**config.mk**
```make
export PLATFORM = sky130hd
export DESIGN_NAME = nasti_rd_sched
export DESIGN_NICKNAME = d
export VERILOG_FILES = /design/src/rtl/nasti_rd_sched.sv
export SDC_FILE = /design/constraint.sdc
export NUM_CORES = 1
export LEC_CHECK = 0
export CORE_MARGIN = 2
export CORE_UTILIZATION = 52
export CTS_BUF_LIST = sky130_fd_sc_hd__clkbuf_4
export CTS_CLUSTER_SIZE = 10
export DETAILED_ROUTE_END_ITERATION = 6
export PLACE_DENSITY = 0.8
export RECOVER_POWER = 25
export SYNTH_ARGS = -nofsm -noshare
export SYNTH_HDL_FRONTEND = slang
export SYNTH_SLANG_ARGS = --single-unit
```
**constraint.sdc**
```tcl
create_clock -name clk -period 3.6 [get_ports clk]
set_clock_uncertainty 0.1 [all_clocks]
set_input_delay 0.54 -clock clk [delete_from_list [all_inputs] [get_ports clk]]
set_output_delay 0.54 -clock clk [all_outputs]
set_load 0.01 [all_outputs]
```
**src/rtl/nasti_rd_sched.sv**
```systemverilog
// Read-side scheduler for a NASTI N-to-1 interconnect: round-robin AR arbitration
// with per-port credits and ID-conflict stalls, plus an ID table that routes R beats home.
module nasti_rd_sched #(
    parameter int unsigned N_PORT      = 4,
    parameter int unsigned ID_WIDTH    = 2,
    parameter int unsigned R_MAX       = 4,
    parameter int unsigned PORT_CREDIT = 2
) (
    input  logic                          clk,
    input  logic                          rstn,
    input  logic [N_PORT-1:0]             s_ar_valid,
    input  logic [N_PORT*ID_WIDTH-1:0]    s_ar_id,
    output logic [N_PORT-1:0]             s_ar_ready,
    output logic                          m_ar_valid,
    input  logic                          m_ar_ready,
    output logic [$clog2(N_PORT)-1:0]     ar_sel,
    input  logic                          m_r_valid,
    input  logic [ID_WIDTH-1:0]           m_r_id,
    input  logic                          m_r_last,
    output logic                          m_r_ready,
    output logic [N_PORT-1:0]             s_r_valid,
    input  logic [N_PORT-1:0]             s_r_ready,
    output logic [$clog2(N_PORT)-1:0]     r_route,
    output logic [$clog2(R_MAX):0]        outstanding,
    output logic                          err_unmatched
);

    localparam int unsigned SEL_W = $clog2(N_PORT);
    localparam int unsigned IDX_W = $clog2(R_MAX);
    localparam int unsigned CNT_W = IDX_W + 1;
    localparam int unsigned CRD_W = $clog2(PORT_CREDIT + 1);

    typedef struct packed {
        logic [ID_WIDTH-1:0] id;
        logic [SEL_W-1:0]    port;
    } entry_t;

    typedef enum logic [0:0] {ST_ARB, ST_HOLD} state_t;

    state_t             state_q, state_d;
    logic [R_MAX-1:0]   tbl_valid;
    entry_t             tbl [R_MAX];
    logic [CRD_W-1:0]   credit [N_PORT];
    logic [SEL_W-1:0]   rr_ptr;
    logic [SEL_W-1:0]   hold_port;
    logic               run;

    logic [N_PORT-1:0]  eligible;
    logic               win_found;
    logic [SEL_W-1:0]   winner;
    logic               tbl_full;
    logic               free_found;
    logic [IDX_W-1:0]   free_idx;
    logic               match_found;
    logic [IDX_W-1:0]   match_idx;
    logic               ar_fire;
    logic               r_release;
    logic [ID_WIDTH-1:0] ar_id_sel;

    assign tbl_full  = &tbl_valid;
    assign ar_fire   = m_ar_valid & m_ar_ready;
    assign r_release = m_r_valid & m_r_ready & m_r_last & match_found;
    assign ar_id_sel = s_ar_id[ar_sel*ID_WIDTH +: ID_WIDTH];

    // Eligibility and round-robin search upward from rr_ptr
    always_comb begin : p_arb
        logic        conflict;
        int unsigned cand;
        conflict  = 1'b0;
        cand      = 0;
        eligible  = '0;
        win_found = 1'b0;
        winner    = '0;
        for (int p = 0; p < int'(N_PORT); p++) begin
            conflict = 1'b0;
            for (int e = 0; e < int'(R_MAX); e++) begin
                if (tbl_valid[e] && tbl[e].id == s_ar_id[p*ID_WIDTH +: ID_WIDTH] &&
                    tbl[e].port != SEL_W'(p))
                    conflict = 1'b1;
            end
            eligible[p] = s_ar_valid[p] && (credit[p] < CRD_W'(PORT_CREDIT)) &&
                          !tbl_full && !conflict;
        end
        for (int k = 0; k < int'(N_PORT); k++) begin
            cand = (int'(rr_ptr) + k) % N_PORT;
            if (!win_found && eligible[SEL_W'(cand)]) begin
                win_found = 1'b1;
                winner    = SEL_W'(cand);
            end
        end
    end

    // Lowest free slot (registered state only, so a same-cycle release is not reused)
    always_comb begin : p_alloc
        free_found = 1'b0;
        free_idx   = '0;
        for (int e = 0; e < int'(R_MAX); e++) begin
            if (!free_found && !tbl_valid[e]) begin
                free_found = 1'b1;
                free_idx   = IDX_W'(e);
            end
        end
    end

    // AR issue FSM: hold keeps a stalled request stable until accepted
    always_comb begin : p_fsm
        state_d    = state_q;
        m_ar_valid = 1'b0;
        ar_sel     = '0;
        s_ar_ready = '0;
        if (run) begin
            case (state_q)
                ST_ARB: begin
                    ar_sel     = winner;
                    m_ar_valid = win_found;
                    if (win_found && !m_ar_ready)
                        state_d = ST_HOLD;
                end
                ST_HOLD: begin
                    ar_sel     = hold_port;
                    m_ar_valid = 1'b1;
                    if (m_ar_ready)
                        state_d = ST_ARB;
                end
                default: state_d = ST_ARB;
            endcase
            s_ar_ready[ar_sel] = m_ar_valid & m_ar_ready;
        end
    end

    // R routing: lowest-index valid entry with the beat's id; unmatched beats are sunk
    always_comb begin : p_route
        match_found   = 1'b0;
        match_idx     = '0;
        r_route       = '0;
        s_r_valid     = '0;
        m_r_ready     = 1'b0;
        err_unmatched = 1'b0;
        for (int e = 0; e < int'(R_MAX); e++) begin
            if (!match_found && tbl_valid[e] && tbl[e].id == m_r_id) begin
                match_found = 1'b1;
                match_idx   = IDX_W'(e);
            end
        end
        if (match_found)
            r_route = tbl[match_idx].port;
        if (run) begin
            if (match_found) begin
                s_r_valid[r_route] = m_r_valid;
                m_r_ready          = s_r_ready[r_route];
            end else begin
                m_r_ready     = m_r_valid;
                err_unmatched = m_r_valid;
            end
        end
    end

    always_comb begin : p_count
        outstanding = '0;
        for (int e = 0; e < int'(R_MAX); e++)
            outstanding = outstanding + CNT_W'(tbl_valid[e]);
    end

    always_ff @(posedge clk or negedge rstn) begin
        if (!rstn) begin
            state_q   <= ST_ARB;
            hold_port <= '0;
        end else begin
            state_q <= state_d;
            if (state_q == ST_ARB && m_ar_valid && !m_ar_ready)
                hold_port <= ar_sel;
        end
    end

    // Table, credits and round-robin pointer
    always_ff @(posedge clk or negedge rstn) begin
        if (!rstn) begin
            run       <= 1'b0;
            tbl_valid <= '0;
            rr_ptr    <= '0;
            for (int e = 0; e < int'(R_MAX); e++)
                tbl[e] <= '0;
            for (int p = 0; p < int'(N_PORT); p++)
                credit[p] <= '0;
        end else begin
            run <= 1'b1;
            if (r_release)
                tbl_valid[match_idx] <= 1'b0;
            if (ar_fire && free_found) begin
                tbl_valid[free_idx] <= 1'b1;
                tbl[free_idx]       <= '{id: ar_id_sel, port: ar_sel};
                rr_ptr              <= (ar_sel == SEL_W'(N_PORT - 1)) ? '0 : ar_sel + 1'b1;
            end
            for (int p = 0; p < int'(N_PORT); p++) begin
                credit[p] <= credit[p]
                           + CRD_W'(ar_fire && ar_sel == SEL_W'(p))
                           - CRD_W'(r_release && tbl[match_idx].port == SEL_W'(p));
            end
        end
    end

endmodule

```
==> results.toml <==
[timing]
finalMaxSlewViolations = 35
max-slew-margin-rel_pct = -25.7
max_freq_mhz = 273
rsz0062_at_grt = "yes"
finalCriticalPeriod_ps = 3660
tightest_slew_ps = 1890
finalSetupViolCount = 4
final.period_utilization_pct = 102
hold_slack_ps = 389
timing.final.ws_setup_ps = -61.6
hold_violations = 0

[placement]
gpl.final_weighted_congestion = 0.925
dpl.hpwl_um = 6540
portBuffers = 40

[logic_synthesis]
yosysMostFrequentCell = "nand2_1"
synthTopCellsByCount = "nand2_1 (38), dfrtp_1 (34), xnor2_1 (34), inv_1 (24), nor2_1 (21)"
synth_top_area_share_pct = 29.3
synth_flop_cell = "dfrtp_1"
ys_top_cells_by_area = "dfrtp_1 (29%), xnor2_1 (10%), ha_1 (7.3%)"
synthCells = 330
ys_seq_area_share_pct = 29.3
yosysWarnings = 0
syn_avg_cell_area_um2 = 8.78
yosys_register_bits = 34
synth_top_area_cell = "dfrtp_1"
synth_fp_nets = 371
synth_edf_count = 0
async_reset_ff_share_pct = 100
yosysUniqueCellTypes = 61
synth_area_um2 = 2900

[drt]
antenna_left = 0
drc = 0
routedWlPerCell_um = 19.7
vias = 3130
route.met2.wl_um = 4920
totalWireLength_um = 9980
top_layer = "met4"
met1_length_um = 3900
wl_met3_um = 668
viasPerCell = 6.17
drt_iter0_markers = 270
detail_route.first_pass.iterations = 5

[power_and_ir_drop]
peakVddDrop_uv = 908
power.density_nw_per_um2 = 912
p_leak_nw = 1.87
p_total_w = 0.00385

[worst_setup_path]
crit_type = "flop to flop"
cpPeakStageDelay_ps = 590
critPathLaunchType = "flop"
crit_buf_inv = 4
crit_chain = "xor2_1 -> or4_1 -> o2111ai_2 -> o22ai_4 -> buf_6 -> nor3b_2 -> o21bai_1 -> o221ai_2 -> buf_4 -> nand2_4 -> buf_6 -> ha_1 -> nand2_1 -> ha_1 -> inv_2 -> ha_4 -> xnor2_2 -> xnor2_1"
critPathArrivalTime_ps = 3840
cp_slowest_cell = "or4_1"
cp_top_family = "simple AND/OR/NAND/NOR gates"
cp_max_fo = 4
cp-end-kind = "flop"
worstPathRequired_ps = 3780

[cts]
clk_latency_ps = 350
cts_tree = "yes"
root_buffer = "clkbuf_4"
cts_max_path_buffers = 2
cts_inserted_buffers = 5
cts_max_level = 2
clk_pin_slew_worst_paths_ps = 120
cts_sinks = 34

[floorplan]
die_h_um = 78.7
io_pins = 41
core-area_um2 = 5440
die_w_um = 78.7
start_util_pct = 53.3
die_area_um2 = 6190
fp-row-count = 27

[layout]
fin_nets = 475
diodes = 0
ff_latch_area_um2 = 858
multi_input_area_um2 = 2140
fillers = 358
drive_above_1_share_pct = 37.7
syn_to_final_growth_pct = 45.9

[min_path]
hold_class = "flop to flop"

[global_routing]
grt_pass1_wl_um = 14300
grtUsageTotal_pct = 29.6
grt_overflow_total = 0
antenna_found_initial = 0
grt_pass1_vias = 3018
grt_max_degree = 35

[run_status]
violations = "max-capacitance violations, max-slew violations, negative setup slack"
status = "complete, but fails checks"

[flow_run]
maxCapViolations = 1
[sequential cells by signal (all words and copies together), names as in the netlist]
register,count
credit,8
tbl,16
state_q,1
tbl_valid,4
rr_ptr,2
run,1
hold_port,2
[cells in the final DEF, fill, tap and decap left out, types with 4 or more instances in the layout]
cell type / n
buf_4: 76
clkbuf_2: 6
clkbuf_4: 7
clkdlybuf4s50_1: 18
dfrtp_1: 28
dfrtp_2: 6
dlygate4sd2_1: 10
ha_1: 12
inv_1: 21
nand2_1: 36
nand2b_1: 5
nand3_1: 10
nand3_2: 4
nand3b_1: 4
nand4b_1: 4
nor2_1: 19
nor3_1: 4
o2111ai_1: 5
o21ai_0: 14
o31ai_1: 9
xnor2_1: 28
xnor2_2: 6
xor2_1: 6
[logic make-up (layout without fill, tap and decap cells)]
| family | after synthesis | count (layout) | share of synthesized area [%] |
|---|---|---|---|
| simple gates | 120 | 120 | 21.5 |
| compound gates | 64 | 64 | 20.1 |
| buf+inv | 48 | 153 | 7.08 |
| xor+xnor | 40 | 40 | 12.1 |
| flops | 34 | 34 | 29.3 |
| fa+ha+maj | 18 | 18 | 8.03 |
| mux | 5 | 5 | 1.81 |
| other cells | 1 | 1 | 0.129 |
[per-stage QoR]
stage | TNS, ps | area, um2 | worst slack (ps) | utilization (%) | std cells
5_1_grt | -1100 | 4230 | -172 | 77.8 | 507
3_3_place_gp | -9440 | 3740 | -601 | 68.7 | 477
6_report | -140 | 4230 | -61.6 | 77.8 | 507
4_1_cts | -0.313 | 3970 | -0.313 | 73.0 | 495
3_5_place_dp | -9960 | 3740 | -619 | 68.7 | 477
2_1_floorplan | -58.8 | 2930 | -16.1 | - | 330
[metal layers]
layer | track usage (%) | vias up
met5 | 0 | -
met2 | 49.0 | 199
li1 | - | 1372
met1 | 36.9 | 1509
met3 | 5.86 | 50
met4 | 14.2 | 0
[repair_timing]
action                                  CTS  global route
hold buffers                              0             0
cloned                                    0             0
endpoints found under the setup margin   20            17
setup buffers                            10            12
pin swaps                                11            22
resized for setup                        46            56
[report_power, final]
| group | switching [W] | total (W) | internal [W] | leakage [nW] |
|---|---|---|---|---|
| Sequential | 0.000225 | 0.000749 | 0.000524 | 0.422 |
| Combinational | 0.00137 | 0.00281 | 0.00144 | 1.40 |
| Clock | 0.000137 | 0.000299 | 0.000162 | 0.0463 |
| Total | 0.00173 | 0.00385 | 0.00212 | 1.87 |
[path summary, 6_finish.rpt]
kind                                          start                     end  slack, ps  cells after the start
worst max-delay path             tbl[3]$_DFFE_PN0P_     credit[7]$_DFF_PN0_        -60                     18
worst min-delay path            credit[3]$_DFF_PN0_     credit[3]$_DFF_PN0_        390                      1
worst max register to register   tbl[3]$_DFFE_PN0P_     credit[7]$_DFF_PN0_        -60                     18
worst min register to register  credit[3]$_DFF_PN0_     credit[3]$_DFF_PN0_        390                      1
max in group asynchronous                      rstn  tbl_valid[3]$_DFF_PN0_       1030                      2
min in group asynchronous                      rstn     tbl[14]$_DFFE_PN0P_       1140                      2
[cell type report]
cell class	count	share of cell area, %
Tap cell	72	2.13
Timing Repair Buffer	120	22.7
Clock inverter	1	0.710
Sequential cell	34	20.3
Inverter	25	2.28
Multi-Input combinational cell	248	50.6
Clock buffer	7	1.24
Note: power is estimated with default switching activity, not from simulation.
